## src/rtl/dmem_arb_pkg.sv

```systemverilog
// dmem_arb_pkg: shared types and constants for the data-memory arbiter.
package dmem_arb_pkg;

    // Arbiter sequencing: accept in IDLE, access memory in SERVE, acknowledge in RESP.
    typedef enum logic [1:0] {
        IDLE  = 2'd0,
        SERVE = 2'd1,
        RESP  = 2'd2
    } state_t;

    // Identity of the requester that owns the current transaction.
    typedef enum logic {
        PORT_CPU = 1'b0,
        PORT_DBG = 1'b1
    } port_t;

    // Default data-memory depth in words.
    localparam int MEM_WORDS_DEFAULT = 1024;

endpackage

```

## src/rtl/dmem_arbiter.sv

```systemverilog
// dmem_arbiter: shares one single-ported data memory between the CPU MEM stage and a
// debug/loader port. One transaction every three cycles: IDLE -> SERVE -> RESP.
// Optional feature: define DMEM_ARB_RR_EN for round-robin tie-breaking; without it the
// CPU wins every tie.
module dmem_arbiter
    import dmem_arb_pkg::*;
#(
    parameter int MEM_WORDS = MEM_WORDS_DEFAULT
) (
    input  logic        clk,
    input  logic        rst,
    input  logic        cpu_req,
    input  logic        cpu_we,
    input  logic [31:0] cpu_addr,
    input  logic [31:0] cpu_wdata,
    output logic        cpu_ack,
    output logic        cpu_stall,
    input  logic        dbg_req,
    input  logic        dbg_we,
    input  logic [31:0] dbg_addr,
    input  logic [31:0] dbg_wdata,
    output logic        dbg_ack,
    output logic [31:0] rsp_rdata,
    output logic        rsp_err,
    output logic [31:0] mem_addr,
    output logic [31:0] mem_write_data,
    output logic        mem_memwrite,
    output logic        mem_memread,
    input  logic [31:0] mem_read_data
);

    state_t      state_q, state_d;
    port_t       id_q, id_d;
    logic        we_q, we_d;
    logic [31:0] addr_q, addr_d;
    logic [31:0] wdata_q, wdata_d;
    logic [31:0] rdata_q, rdata_d;
    logic        grant_cpu;
    logic        in_range;
`ifdef DMEM_ARB_RR_EN
    port_t       last_q, last_d;
`endif

    assign in_range = (addr_q < 32'(MEM_WORDS));

    // Pick the winner among the requests visible this cycle.
    always_comb begin
        grant_cpu = cpu_req;
`ifdef DMEM_ARB_RR_EN
        if (cpu_req && dbg_req) begin
            grant_cpu = (last_q == PORT_DBG);
        end
`endif
    end

    // Next-state logic: latch the winner in IDLE, capture load data in SERVE.
    always_comb begin
        state_d = state_q;
        id_d    = id_q;
        we_d    = we_q;
        addr_d  = addr_q;
        wdata_d = wdata_q;
        rdata_d = rdata_q;
`ifdef DMEM_ARB_RR_EN
        last_d  = last_q;
`endif
        case (state_q)
            IDLE: begin
                if (cpu_req || dbg_req) begin
                    state_d = SERVE;
                    if (grant_cpu) begin
                        id_d    = PORT_CPU;
                        we_d    = cpu_we;
                        addr_d  = cpu_addr;
                        wdata_d = cpu_wdata;
                    end else begin
                        id_d    = PORT_DBG;
                        we_d    = dbg_we;
                        addr_d  = dbg_addr;
                        wdata_d = dbg_wdata;
                    end
`ifdef DMEM_ARB_RR_EN
                    last_d = id_d;
`endif
                end
            end
            SERVE: begin
                rdata_d = (!we_q && in_range) ? mem_read_data : 32'h0;
                state_d = RESP;
            end
            RESP: begin
                state_d = IDLE;
            end
            default: begin
                state_d = IDLE;
            end
        endcase
    end

    // State and latch registers; reset discards any in-flight transaction.
    always_ff @(posedge clk) begin
        if (rst) begin
            state_q <= IDLE;
            id_q    <= PORT_CPU;
            we_q    <= 1'b0;
            addr_q  <= 32'h0;
            wdata_q <= 32'h0;
            rdata_q <= 32'h0;
`ifdef DMEM_ARB_RR_EN
            last_q  <= PORT_DBG;
`endif
        end else begin
            state_q <= state_d;
            id_q    <= id_d;
            we_q    <= we_d;
            addr_q  <= addr_d;
            wdata_q <= wdata_d;
            rdata_q <= rdata_d;
`ifdef DMEM_ARB_RR_EN
            last_q  <= last_d;
`endif
        end
    end

    // Memory strobes in SERVE, response and ack in RESP, everything else held at zero.
    always_comb begin
        mem_addr       = 32'h0;
        mem_write_data = 32'h0;
        mem_memread    = 1'b0;
        mem_memwrite   = 1'b0;
        cpu_ack        = 1'b0;
        dbg_ack        = 1'b0;
        rsp_rdata      = 32'h0;
        rsp_err        = 1'b0;
        case (state_q)
            SERVE: begin
                mem_addr       = addr_q;
                mem_write_data = wdata_q;
                mem_memread    = !we_q && in_range;
                mem_memwrite   = we_q && in_range && !rst;
            end
            RESP: begin
                cpu_ack   = (id_q == PORT_CPU);
                dbg_ack   = (id_q == PORT_DBG);
                rsp_rdata = rdata_q;
                rsp_err   = !in_range;
            end
            default: begin
            end
        endcase
    end

    assign cpu_stall = cpu_req && !cpu_ack;

endmodule

```

## config.mk

```make
export PLATFORM = sky130hd
export DESIGN_NAME = dmem_arbiter
export DESIGN_NICKNAME = d
export VERILOG_FILES = /design/src/rtl/dmem_arb_pkg.sv /design/src/rtl/dmem_arbiter.sv
export SDC_FILE = /design/constraint.sdc
export NUM_CORES = 1
export LEC_CHECK = 0
export CELL_PAD_IN_SITES_DETAIL_PLACEMENT = 1
export CELL_PAD_IN_SITES_GLOBAL_PLACEMENT = 1
export CORE_ASPECT_RATIO = 0.8
export CORE_UTILIZATION = 26
export CTS_CLUSTER_SIZE = 25
export DETAILED_ROUTE_END_ITERATION = 7
export PLACE_DENSITY = 0.77
export SLEW_MARGIN = 30
export SYNTH_ARGS = -nofsm -noshare
export SYNTH_HDL_FRONTEND = slang
export SYNTH_SLANG_ARGS = --single-unit
```

## constraint.sdc

```tcl
create_clock -name clk -period 1.5 [get_ports clk]
set_input_delay 0.3 -clock clk [delete_from_list [all_inputs] [get_ports clk]]
set_output_delay 0.3 -clock clk [all_outputs]
set_load 0.05 [all_outputs]
```

==> run_results.csv, run 1 <==
group,metric,value,unit
run_status,status,"complete, but fails checks",
run_status,violations,"setup timing",
power,p_sw,2830,uW
floorplanning,dieWidth,164,um
yosys,synth_fp_nets,750,
yosys,ys_ff_latch,100,
global_route,grt_usage,0.237,
final_layout,final_core_util,0.574,
timing,slew_viol_final,0,
floorplanning,coreArea,20100,um^2
floorplanning,ios,268,
drt,wire_per_inst,21.8,um
drt,ant_nets,0,
timing,grt_setup_unrepaired,"yes",
yosys,syn_inst,584,
power,pwr-share-clk,0.264,
yosys,synth_compound_area_frac,0.235,
setup_path,worstRegToRegCells,9,
setup_path,start_kind,"flip-flop",
global_route,use_met1,0.286,
setup_path,crit_type,"reg2out",
setup_path,crit_buf_inv,3,
timing,post-route-min-period,2.08,ns
yosys,synthAdderAreaFrac,0,
yosys,synth_cell_types,27,
yosys,syn_area,5430,um^2
global_route,grt_first_pass_wirelength,39000,um
setup_path,arrival,1.78,ns
setup_path,endpoint_kind,"output pin",
power,seqPwrFrac,0.341,
timing,fmax,481,MHz
yosys,synth-main-ff-cell,"dfxtp_1",
global_route,grtUsageMet2,0.409,
final_layout,area.growth.synth_to_final,113,%
final_layout,antennaDiodeCount,0,
clocking,clk_latency,0.35,ns
clocking,root_buffer,"clkbuf_16",
yosys,ys_seq_area_frac,0.369,
final_layout,final_nets,1080,
power,p_leak,0.00453,uW
placed_design,post-place-ws,-0.377,ns
run,drv_cap,0,
placed_design,dp_hpwl,16000,um
drt,vias,6031,
placed_design,place_inst,1118,
global_route,met3_usage,0.0578,
setup_path,cp_common_cell,"nor4_4",
timing,skew,0.00807,ns
global_route,overflow,0,
power,internal-power,6040,uW
clocking,cts_sinks,100,
global_route,grt_max_degree,41,
power,switching_share,0.319,
global_route,gr-max-usage-layer,"met2",
yosys,async_flop_share,0,
worst_hold_path,hold_depth,2,
yosys,synth-edff-count,0,
clocking,cts.reportedPaths.clkPinSlew,0.07,ns
timing,tightestPinTransition,0.364,ns
clocking,htreeDepth,3,
power,comb_power_share,0.395,
clocking,tritoncts,"built",
drt,routed_wl,25700,um
timing,max_slew_margin,0.750,
clocking,cts_made_buffers,9,
placed_design,io_buffers,267,
timing,fin_setup_tns,-39.34,ns
final_layout,finalNonFillerCells,1181,
final_layout,drive_gt1_frac,0.463,
timing,hold_viol,0,
yosys,synth_top_family_by_area,"compound AO/OA/AOI/OAI gates",
power,p_per_area,766,nW/um^2
drt,drtIter0Drc,225,
timing,setup_viol,145,
setup_path,critical_path_required,1.20,ns
timing,fin_ws,-0.581,ns
worst_hold_path,holdCritPathClass,"in2reg",
global_route,grt_antenna_before_repair,0,
yosys,synth-warning-count,0,
setup_path,cp_top_family,"simple AND/OR/NAND/NOR gates",
setup_path,crit_fanout,4,
floorplanning,initial_core_util,0.270,
power,peakVddDrop,588,uV
setup_path,worstSetupPathDepth,6,
yosys,yosys.area_share.simple,0.216,
floorplanning,rows,46,
timing,fin_crit_sh,1.39,
global_route,grt_pass1_vias,6653,
setup_path,path_cells,"nor4_4 > buf_4 > nand2_2 > buf_6 > nor4_4 > buf_12",
drt,viasPerCell,5.11,
placed_design,gp_congestion,0.714,
clocking,clockBufferDepth,2,
drt,drt_first_pass_iters,4,
yosys,synthXorXnorAreaFrac,0,
floorplanning,die_y,131,um
yosys,syn_avg_cell_area,9.30,um^2
setup_path,slowest_delay,0.34,ns
setup_path,slowest_stage,"dfxtp_2",
yosys,synthMuxAreaShare,0.120,
drt,drcViolationCount,0,
floorplanning,die-area,21500,um^2
timing,hold_ws,0.139,ns
==> flip-flops by register name (all words and copies together) (netlist names) <==
name / count
addr_q: 32
id_q: 1
rdata_q: 32
state_q: 2
wdata_q: 32
we_q: 1
==> worst reg2reg max path, delay by kind of cell (launching register included) <==
kind                   cells  cell delay (ns)
DFF                        1             0.37
AOI/OAI and AO/OA          1             0.20
buffers and inverters      6             0.71
and+or+nand+nor            2             0.37
==> kinds of logic after synthesis <==
kind of cell / count (synthesis)
AND/OR/NAND/NOR: 182
flip-flops: 100
AO/OA/AOI/OAI: 165
buffers and inverters: 72
multiplexers: 65
==> synthesized netlist by cell type, types with 2 or more instances <==
cell | n | area share
buf_6 | 5 | 0.010
dfxtp_1 | 100 | 0.37
a211oi_2 | 40 | 0.092
buf_1 | 5 | 0.0035
nor2_1 | 2 | 0.0014
nor4_1 | 6 | 0.0069
mux2i_1 | 65 | 0.12
clkbuf_1 | 44 | 0.030
and2_1 | 97 | 0.11
a21oi_1 | 66 | 0.061
o31ai_1 | 32 | 0.044
a211oi_1 | 26 | 0.036
buf_2 | 16 | 0.015
nand3_1 | 32 | 0.029
nand2_1 | 2 | 0.0014
nor2b_1 | 4 | 0.0046
nand4b_1 | 32 | 0.052
==> placed cells by master, fill, tap and decap left out, types with 13 or more instances in the layout <==
cell and count:
a211oi_1 18, clkdlybuf4s50_1 163, buf_12 132, o31ai_1 13, a211oi_2 48, nand3_1 32, o31ai_2 15, clkbuf_16 13
a21oi_1 66, buf_4 57, dfxtp_1 94, buf_6 17, and2_4 98, nand4b_1 32, mux2i_1 65
==> through the flow <==
| stage | area [um^2] | power, uW |
|---|---|---|
| after global placement | 10000 | 5750 |
| final | 11600 | 8860 |
| after CTS | 11400 | 8770 |
| after floorplan | 5670 | 4400 |
| after detailed placement | 10000 | 5820 |
| after global routing | 11600 | 9220 |
==> area by class of cell <==
type                       count  area [um^2]
sequential                   100         2010
clock buffer                  10          229
timing repair buffer         390         5320
inverter                       1         3.75
clock inverter                 4         52.6
multi-input combinational    412         3620
tap                          264          330
fill                        2065         8570
==> power groups by stage <==
stage	Clock (uW)	Combinational, uW	Sequential [uW]
finish	2340	3500	3020
global route	2500	3680	3040
CTS	2390	3370	3010
detailed placement	0	2770	3050
global placement	0	2710	3040
floorplan	0	1380	3020
==> metal layers <==
| metal | up-vias | routed length (um) | part of all wire |
|---|---|---|---|
| met4 | 0 | 550 | 0.021 |
| met2 | 186 | 12900 | 0.50 |
| met1 | 3006 | 10700 | 0.42 |
| li1 | 2807 | - | - |
| met5 | - | 0 | 0 |
| met3 | 32 | 1500 | 0.058 |
==> repair_timing <==
action	4_1_cts	5_1_grt
hold endpoints to repair	0	0
buffers inserted	31	15
pin swaps	84	36
endpoints found under the setup margin	134	138
resized for setup	128	63
gates cloned	18	4
hold buffers	0	0
==> final timing paths <==
path	from	to	slack (ns)
setup / recovery	addr_q[23]$_SDFFE_PP0P_	mem_memread	-0.58
hold / removal	rst	state_q[1]$_SDFFE_PP0P_	0.14
setup reg to reg	state_q[0]$_SDFFE_PP0P_	rdata_q[25]$_SDFFE_PP0N_	-0.22
hold reg to reg	rdata_q[18]$_SDFFE_PP0N_	rdata_q[18]$_SDFFE_PP0N_	0.47
Note: power is estimated with default switching activity, not from simulation.
==> run 2: changes to the inputs <==
--- a/config.mk
+++ b/config.mk
@@ -8,6 +8,7 @@
 export CELL_PAD_IN_SITES_DETAIL_PLACEMENT = 1
 export CELL_PAD_IN_SITES_GLOBAL_PLACEMENT = 1
 export CORE_ASPECT_RATIO = 0.8
+export CORE_MARGIN = 5
 export CORE_UTILIZATION = 26
 export CTS_CLUSTER_SIZE = 25
 export DETAILED_ROUTE_END_ITERATION = 7
==> run 2 against run 1 <==
Effect of this change: the flow still finishes with violations (setup timing); clock skew is 0.0031 ns higher; power decreased by 1.4%; wire length up 0.86%; flip-flop and latch count unchanged; count of clock-buffer cells in the layout rose by 1; non-clock buffer count decreased by 13; die area grew 11%; sequential power is essentially flat; cell count shrank 0.59%; sequential share of layout area decreased by 0.084 points; register-to-register slack worse by 0.08 ns; global-route usage decreased by 3.1 points; largest power group unchanged.
==> run_results.csv, run 2 (same netlist as run 1, synthesis figures left out) <==
group,metric,value,unit
run_status,status,"complete, but fails checks",
run_status,violations,"setup timing",
final_layout,area.growth.synth_to_final,114,%
drt,vias,5927,
timing,setup_viol,134,
final_layout,fill_cells,2097,
placed_design,dp_hpwl,17100,um
worst_hold_path,min_from,"rst",
floorplanning,ios,268,
final_layout,antennaDiodeCount,0,
clocking,root_buffer,"clkbuf_16",
power,p_total,8740,uW
global_route,gr-max-usage-layer,"met2",
timing,max_slew_margin,0.708,
setup_path,critical_path_required,1.20,ns
final_layout,final_cell_mix,"163 x clkdlybuf4s50_1, 122 x buf_12, 98 x and2_4",
floorplanning,die_y,139,um
global_route,grt_antenna_before_repair,1,
timing,skew,0.0112,ns
global_route,grt_pass1_vias,6521,
power,p_leak,0.00449,uW
setup_path,start_kind,"flip-flop",
floorplanning,dieWidth,172,um
global_route,overflow,0,
power,p_per_area,752,nW/um^2
final_layout,final_common_cell,"clkdlybuf4s50_1",
timing,fin_setup_tns,-43.85,ns
global_route,use_met1,0.249,
drt,ant_nets,0,
drt,viasPerCell,5.05,
drt,routed_wl,25900,um
clocking,htreeDepth,3,
final_layout,final_nets,1067,
drt,drcViolationCount,0,
drt,drt_first_pass_iters,4,
setup_path,endpoint_kind,"output pin",
placed_design,io_buffers,267,
clocking,cts_sinks,100,
timing,fin_ws,-0.611,ns
setup_path,crit_fanout,8,
placed_design,post-place-ws,-0.464,ns
clocking,ctsHoldBuffers,0,
setup_path,arrival,1.81,ns
setup_path,r2r-start,"addr_q[30]$_SDFFE_PP0P_",
timing,slew_viol_final,0,
clocking,cts.reportedPaths.clkPinSlew,0.07,ns
timing,hold_viol,0,
placed_design,gp_congestion,0.730,
clocking,tritoncts,"built",
timing,fmax,474,MHz
floorplanning,initial_core_util,0.263,
final_layout,reg_top3,"addr_q x32, rdata_q x32, wdata_q x32",
floorplanning,coreArea,20600,um^2
timing,tightestPinTransition,0.438,ns
clocking,clk_latency,0.34,ns
global_route,grtUsageMet2,0.362,
floorplanning,die-area,23900,um^2
timing,grt_setup_unrepaired,"yes",
power,peakVddDrop,583,uV
run,drv_cap,0,
drt,wire_per_inst,22.1,um
floorplanning,rows,47,
setup_path,crit_type,"reg2out",
worst_hold_path,holdCritPathClass,"in2reg",
global_route,grt_usage,0.206,
global_route,grt_first_pass_wirelength,38500,um
global_route,grt_max_degree,66,
timing,post-route-min-period,2.11,ns
timing,fin_crit_sh,1.41,
clocking,clockBufferDepth,2,
final_layout,drive_gt1_frac,0.463,
global_route,met3_usage,0.0525,
drt,drtIter0Drc,211,
clocking,cts_made_buffers,9,
setup_path,cp-startpoint,"addr_q[31]$_SDFFE_PP0P_",
==> run 2: power by group <==
part	switching [uW]	internal (uW)
clock network	1050	1330
registers	153	2870
logic	1580	1770
total	2780	5960
==> run 2: cell type report <==
cell class,count,area (um^2),area share
inverter,1,3.75,0.000323
tap,269,337,0.0289
multi-input combinational,412,3840,0.330
clock inverter,4,50.0,0.00430
sequential,100,2010,0.173
timing repair buffer,377,5140,0.442
clock buffer,11,243,0.0209
==> run 2: worst max-delay path: stages, from the launching register on <==
cell and delay [ns]:
dfxtp_2 0.34, nor4_4 0.28, buf_4 0.15, nand2_2 0.07
buf_12 0.17, nor4_4 0.28, buf_12 0.18
==> run 2: worst paths after layout <==
check,endpoint,slack (ns),cells after the start
worst max register to register,rdata_q[30]$_SDFFE_PP0N_,-0.30,8
worst min register to register,rdata_q[24]$_SDFFE_PP0N_,0.49,2
worst max-delay path,mem_memread,-0.61,6
worst min-delay path,state_q[1]$_SDFFE_PP0P_,0.15,2
==> run 2: stage by stage <==
step / hold WS [ns] / cell area [um^2] / instances / utilization
after detailed placement: 0.453 / 9970 / 1116 / 0.483
after global routing: 0.157 / 11600 / 1174 / 0.563
after global placement: 0.448 / 9970 / 1116 / 0.483
after floorplan: 0.387 / 5670 / 584 / -
after CTS: 0.133 / 11400 / 1173 / 0.554
final: 0.152 / 11600 / 1174 / 0.563
==> run 2: metal layers <==
layer / up-vias / share of wire
met3: 35 / 0.070
li1: 2790 / -
met5: - / 0.00077
met2: 203 / 0.51
met4: 2 / 0.020
met1: 2897 / 0.40
==> run 2: repair_timing <==
item | CTS | global route
buffers inserted | 29 | 11
resized for setup | 166 | 47
endpoints found under the hold margin | 0 | 0
pin swaps | 76 | 49
gates cloned | 15 | 4
setup endpoints to repair | 136 | 155
==> run 3: changes to the inputs <==
--- a/config.mk
+++ b/config.mk
@@ -5,6 +5,7 @@
 export SDC_FILE = /design/constraint.sdc
 export NUM_CORES = 1
 export LEC_CHECK = 0
+export CAP_MARGIN = 0
 export CELL_PAD_IN_SITES_DETAIL_PLACEMENT = 1
 export CELL_PAD_IN_SITES_GLOBAL_PLACEMENT = 1
 export CORE_ASPECT_RATIO = 0.8
@@ -12,6 +13,7 @@
 export CORE_UTILIZATION = 26
 export CTS_CLUSTER_SIZE = 25
 export DETAILED_ROUTE_END_ITERATION = 7
+export GPL_ROUTABILITY_DRIVEN = 0
 export PLACE_DENSITY = 0.77
 export SLEW_MARGIN = 30
 export SYNTH_ARGS = -nofsm -noshare
==> results of run 3 <==
Final layout, timing and power as in run 2 (identical DEF).
